<file path="config.mk">
export PLATFORM = sky130hd
export DESIGN_NAME = dense_argmax_seq
export DESIGN_NICKNAME = d
export VERILOG_FILES = /design/src/rtl/dense_argmax_seq.sv
export SDC_FILE = /design/constraint.sdc
export NUM_CORES = 2
export LEC_CHECK = 0
export BUFFER_PORTS_ARGS = -buffer_cell sky130_fd_sc_hd__buf_4
export CAP_MARGIN = 40
export CORE_ASPECT_RATIO = 0.5
export CORE_MARGIN = 2
export CORE_UTILIZATION = 43
export DETAILED_ROUTE_END_ITERATION = 8
export GPL_TIMING_DRIVEN = 1
export SYNTH_ARGS = -nofsm -noshare
export SYNTH_HDL_FRONTEND = slang
export SYNTH_SLANG_ARGS = --single-unit
</file>
<file path="constraint.sdc">
create_clock -name clk -period 13.3 [get_ports clk]
set_clock_uncertainty 0.2 [all_clocks]
set_input_delay 2.66 -clock clk [delete_from_list [all_inputs] [get_ports clk]]
set_output_delay 2.66 -clock clk [all_outputs]
set_load 0.01 [all_outputs]
</file>
<file path="src/rtl/dense_argmax_seq.sv">
// Sequential dense layer + argmax: streams one feature per cycle into N_OUT signed MACs,
// then scans the accumulators for the maximum and reports a tie mask plus the lowest winner.
module dense_argmax_seq #(
  parameter int unsigned N_IN  = 20,
  parameter int unsigned N_OUT = 10,
  parameter int unsigned IN_W  = 6,
  parameter int unsigned W_W   = 4,
  parameter int unsigned B_W   = 8,
  parameter int unsigned ACC_W = 15,
  localparam int unsigned WA_W  = $clog2(N_OUT * N_IN),
  localparam int unsigned BA_W  = $clog2(N_OUT),
  localparam int unsigned IDX_W = $clog2(N_IN)
) (
  input  logic              clk,
  input  logic              rst,
  input  logic              wt_we,
  input  logic [WA_W-1:0]   wt_addr,
  input  logic [W_W-1:0]    wt_data,
  input  logic              b_we,
  input  logic [BA_W-1:0]   b_addr,
  input  logic [B_W-1:0]    b_data,
  output logic              cfg_busy,
  input  logic              in_valid,
  output logic              in_ready,
  input  logic [IN_W-1:0]   in_data,
  output logic              out_valid,
  input  logic              out_ready,
  output logic [N_OUT-1:0]  out_mask,
  output logic [BA_W-1:0]   out_class
);

  localparam int unsigned P_W = IN_W + W_W + 1;

  typedef enum logic [1:0] {StAcc, StMax, StMask, StOut} state_e;

  state_e state_q, state_d;

  logic signed [W_W-1:0]   w_q   [N_OUT*N_IN];
  logic signed [B_W-1:0]   b_q   [N_OUT];
  logic signed [ACC_W-1:0] acc_q [N_OUT];
  logic signed [P_W-1:0]   prod  [N_OUT];
  logic signed [ACC_W-1:0] prod_ext [N_OUT];

  logic [IDX_W-1:0]        idx_q;
  logic [BA_W-1:0]         scan_q;
  logic signed [ACC_W-1:0] max_q;
  logic [BA_W-1:0]         arg_q;

  logic accept, idx_last, scan_last, cfg_wr_ok, wt_in_range, b_in_range;

  assign in_ready    = (state_q == StAcc);
  assign cfg_busy    = (state_q != StAcc) || (idx_q != '0);
  assign accept      = in_valid && in_ready;
  assign idx_last    = (idx_q == IDX_W'(N_IN - 1));
  assign scan_last   = (scan_q == BA_W'(N_OUT - 1));
  // The first accept of a frame makes the layer busy, so a write in that cycle is dropped too.
  assign cfg_wr_ok   = !cfg_busy && !accept;
  assign wt_in_range = ({1'b0, wt_addr} < (WA_W + 1)'(N_OUT * N_IN));
  assign b_in_range  = ({1'b0, b_addr} < (BA_W + 1)'(N_OUT));

  // Feature is zero-extended so it multiplies as a non-negative signed operand.
  always_comb begin
    for (int k = 0; k < N_OUT; k++) begin
      prod[k]     = w_q[WA_W'(k * N_IN) + WA_W'(idx_q)] * $signed({1'b0, in_data});
      prod_ext[k] = ACC_W'(prod[k]);
    end
  end

  always_comb begin
    state_d = state_q;
    unique case (state_q)
      StAcc:  if (accept && idx_last) state_d = StMax;
      StMax:  if (scan_last) state_d = StMask;
      StMask: state_d = StOut;
      StOut:  if (out_ready) state_d = StAcc;
      default: state_d = StAcc;
    endcase
  end

  always_ff @(posedge clk) begin
    if (rst) state_q <= StAcc;
    else     state_q <= state_d;
  end

  always_ff @(posedge clk) begin
    if (rst) begin
      for (int i = 0; i < N_OUT * N_IN; i++) w_q[i] <= '0;
      for (int k = 0; k < N_OUT; k++) begin
        b_q[k]   <= '0;
        acc_q[k] <= '0;
      end
      idx_q     <= '0;
      scan_q    <= '0;
      max_q     <= '0;
      arg_q     <= '0;
      out_valid <= 1'b0;
      out_mask  <= '0;
      out_class <= '0;
    end else begin
      if (cfg_wr_ok && wt_we && wt_in_range) w_q[wt_addr] <= wt_data;
      if (cfg_wr_ok && b_we && b_in_range)   b_q[b_addr]  <= b_data;

      unique case (state_q)
        StAcc: begin
          if (accept) begin
            for (int k = 0; k < N_OUT; k++) begin
              acc_q[k] <= ((idx_q == '0) ? ACC_W'(b_q[k]) : acc_q[k]) + prod_ext[k];
            end
            idx_q <= idx_last ? '0 : idx_q + 1'b1;
          end
        end
        StMax: begin
          if (scan_q == '0) begin
            max_q <= acc_q[0];
            arg_q <= '0;
          end else if (acc_q[scan_q] > max_q) begin
            max_q <= acc_q[scan_q];
            arg_q <= scan_q;
          end
          scan_q <= scan_last ? '0 : scan_q + 1'b1;
        end
        StMask: begin
          for (int k = 0; k < N_OUT; k++) out_mask[k] <= (acc_q[k] == max_q);
          out_class <= arg_q;
          out_valid <= 1'b1;
        end
        StOut: begin
          if (out_ready) out_valid <= 1'b0;
        end
        default: ;
      endcase
    end
  end

endmodule

</file>
==> run metrics <==
Clock Path Buffers=4; setup TNS=0 ns; Worst Path Buf+Inv=6; Post-synth EDFFs=1254; Synth Instances=6376; Comb pwr share=between 30% and 40%; Worst Tran Pin Value=between 0.9 and 1 ns; Initial Utilization=about 43%; crit path DAT=9.96 ns; I/O pin total=53; area grow syn2layout=11.0%; R2R Path End=acc_q[3][14]; sw frac=~34%; CTS tree=done; drt drc=0; Skew-Pair Late Insertion Delay=just over 0.8 ns; post-CTS setup buffer count=0; period utilization=~73%; mapped cell area=approximately 78000 sq um; global-route usage over all layers=between 20% and 30%; leakage power=about 33 nW; DRT iter0 DRCs=6002; Die Area=about 180000 sq um; register area share after synthesis=between 40% and 50%; Clock transition at path regs=0.07 ns; Yosys warnings=0; clock sinks=roughly 1300; wire length per cell=between 20 and 30 um; FF+latch count, synth=roughly 1300; Critical Path RT=around 14 ns; Die X-Extent=around 600 um; hold depth=2; clock root buffer=clkbuf_16; Post-CTS Hold Buffers=0; CP max-delay cell=ha_4; Fmax=just over 100 MHz; status=finished, final reports clean; # rows=110; worst reg2reg path depth=23; Seq pwr share=between 30% and 40%; core area=approximately 180000 sq um; final instance area=just under 90000 sq um; fill cell count=around 16000; WS Path Type=reg -> reg; share of layout cells above drive strength 1=between 10 and 15%; min cycle time layout=9.65 ns; Hold Startpoint=arg_q[1]; routed vias=~52000; TritonRoute pass-1 iters=5; Worst VDD drop=a little under 0.09 mV; max_cap viols=0; cts bufs inserted=138; hold endpoint=arg_q[1]; Hold Path Class=reg -> reg; Fin. Hold Viols=0; Multi-input gate area=~37000 sq um; Routed WL=234000 um; largest net degree at the start of global routing=between 100 and 150; endpoints failing setup=0; RSZ-0062 raised after global routing=no; Pint=roughly 9 mW; Post-layout nets=about 7100; Clock Power Share=27.5%; total placed instance area=between 80000 and 90000 sq um; Post-Syn Area per Cell=12.2 sq um; CP max FO=58; switching power=~4.8 mW; routability congestion estimate=about 0.9; Register Area=a little under 40000 sq um; slowest cell delay on critical path=slightly above 0.8 ns; Routed Antenna Nets=0; CP Launch Type=flip-flop; CP top delay family=adder cells; CTS H-tree lvls=4; first-pass GRT wire length=344000 um; slew margin rel.=between 30% and 40%; CP Cell Sequence=buf_4 -> inv_4 -> ha_4 -> buf_4 -> mux4_2 -> mux4_2 -> mux2_2 -> a32oi_2 -> inv_1 -> fa_1 -> inv_1 -> fa_1 -> fa_1 -> inv_1 -> ha_1 -> nor2b_1 -> o21a_1 -> o21ai_0 -> a2111oi_0 -> a211oi_1 -> a21oi_1 -> xnor3_1 -> nor2_1; PortBufs=52; Netlist cell types=79; post-cts sizing count=0; fraction of registers with async set/reset=0%; Power Dens Cells=roughly 160 nW/um^2; Main synth FF type=edfxtp_1; post-DP HPWL=between 150000 and 200000 um; Max Slew Vio Count=0; GR Overflow Total=0; initial antenna violation count=7; post-DR vias/cell=approximately 5.7; vias in the first global route=slightly above 50000; r2r setup slk=about 3.7 ns; FF-to-FF Start=idx_q[2]; Die Y=around 300 um; crit path capture type=flip-flop
power by group through the flow:
stage | sequential [mW] | combinational (mW) | clock (mW)
6_report | 5.31 | 4.89 | 3.87
5_1_grt | 5.33 | 5.48 | 4.07
4_1_cts | 5.30 | 4.90 | 3.91
3_5_place_dp | 5.39 | 4.87 | 0
3_3_place_gp | 5.39 | 4.78 | 0
2_1_floorplan | 5.16 | 3.71 | 0
layout by cell type, fill, tap and decap left out, types with 141 or more instances in the layout:
| cell type | n |
|---|---|
| a21o_1 | 229 |
| xnor2_1 | 210 |
| mux4_2 | 424 |
| conb_1 | 224 |
| nand2_1 | 570 |
| edfxtp_1 | 1254 |
| nor2_1 | 1144 |
| clkbuf_16 | 141 |
| ha_1 | 370 |
| buf_4 | 146 |
| nor2b_1 | 192 |
| inv_1 | 362 |
| fa_1 | 170 |
synthesized netlist by cell type (4+ instances only):
library cell     n  area (sq um)
buf_6           12           135
a21boi_0        14           105
a21o_1         229          1720
nor2b_1        192          1200
o41ai_1          4          35.0
nor2_1        1159          4350
o21a_1          13          97.6
buf_1           55           206
o21ai_0         60           300
mux4_1          22           578
inv_1          362          1360
nor3_1          70           350
a31oi_1         23           144
a41oi_1          8          70.1
a221oi_1         4          35.0
nand2_1        582          2180
clkbuf_1       312          1170
buf_4           19           143
o211ai_1         4          30.0
nand2b_1        66           413
mux2i_1        122          1220
mux4_2         424          9550
and2_0           4          25.0
buf_2           43           215
nor3b_1          6          45.0
and2_1          64           400
fa_1           170          3400
or3_1            7          43.8
mux2i_4          5           113
a211oi_1        31           233
nand4_1         49           307
dfxtp_1         54          1080
or2_2           21           131
ha_1           372          4650
edfxtp_1      1254         37700
xor2_1          51           447
nor4_1          13          81.3
a2111o_1         4          45.0
nand3_1         31           155
mux2_2          23           259
xnor2_1        210          1840
and3_1          23           144
a21oi_1        135           676
worst register-to-register path, cell delays in order (launching register included):
cell,delay [ns]
dfxtp_4,0.33
buf_4,0.69
inv_4,0.52
ha_4,0.84
buf_4,0.71
mux4_2,0.68
mux4_2,0.45
mux2_2,0.34
a32oi_2,0.69
inv_1,0.34
fa_1,0.56
inv_1,0.06
fa_1,0.45
fa_1,0.51
inv_1,0.04
ha_1,0.30
nor2b_1,0.16
o21a_1,0.17
o21ai_0,0.33
a2111oi_0,0.17
a211oi_1,0.35
a21oi_1,0.15
xnor3_1,0.30
nor2_1,0.04
final cells by class:
type	count	area share [%]
clock inverter	67	0.786
multi-input combinational	4481	42.8
tap	2408	3.49
clock buffer	164	4.18
inverter	366	1.59
timing repair buffer	193	2.34
sequential	1308	44.8
antenna	2	0.00579
metrics by stage:
| step | instances | util [%] | setup WS [ns] | total power [mW] | hold WS (ns) |
|---|---|---|---|---|---|
| 2_1_floorplan | 6599 | - | 5.12 | 8.87 | 0.252 |
| 3_3_place_gp | 8708 | 45.1 | 3.81 | 10.2 | 0.263 |
| 3_5_place_dp | 8755 | 45.6 | 3.72 | 10.3 | 0.273 |
| 4_1_cts | 8986 | 48.0 | 3.68 | 14.1 | 0.287 |
| 5_1_grt | 8987 | 48.0 | 3.11 | 14.9 | 0.310 |
| 6_report | 8989 | 48.0 | 3.65 | 14.1 | 0.283 |
worst max-delay path by stage:
| stage | startpoint | end | depth (start not counted) |
|---|---|---|---|
| 2_1_floorplan | idx_q[2] | acc_q[9][14] | 29 |
| 3_3_place_gp | idx_q[2] | acc_q[3][14] | 23 |
| 3_5_place_dp | idx_q[2] | acc_q[3][14] | 23 |
| 4_1_cts | idx_q[2] | acc_q[3][14] | 23 |
| 5_1_grt | idx_q[2] | acc_q[3][14] | 23 |
| 6_report | idx_q[2] | acc_q[3][14] | 23 |
logic make-up (layout without fill, tap and decap cells):
| logic type | Yosys count | count (layout) | share of synthesized area [%] |
|---|---|---|---|
| compound gates | 561 | 561 | 4.87 |
| simple gates | 2292 | 2292 | 12.7 |
| fa+ha+maj | 542 | 542 | 10.3 |
| other cells | 1 | 226 | 0.00482 |
| flops | 1308 | 1308 | 49.8 |
| mux | 598 | 598 | 15.1 |
| buf+inv | 810 | 790 | 4.24 |
| xor+xnor | 264 | 264 | 3.02 |
flip-flops by register name, indices dropped and copies added, names as in the netlist, 5 cells and up, named ones only:
name and count:
w_q 1024, acc_q 150, b_q 80, max_q 15, out_mask 10, idx_q 5
per-layer routing:
layer	track usage [%]	share of wire, %	up-vias
li1	-	-	22700
met1	35.8	42	26200
met2	39.2	45	2279
met3	5.15	8.9	401
met4	8.21	3.5	2
met5	0	0.0051	-
Note: power is estimated with default switching activity, not from simulation.
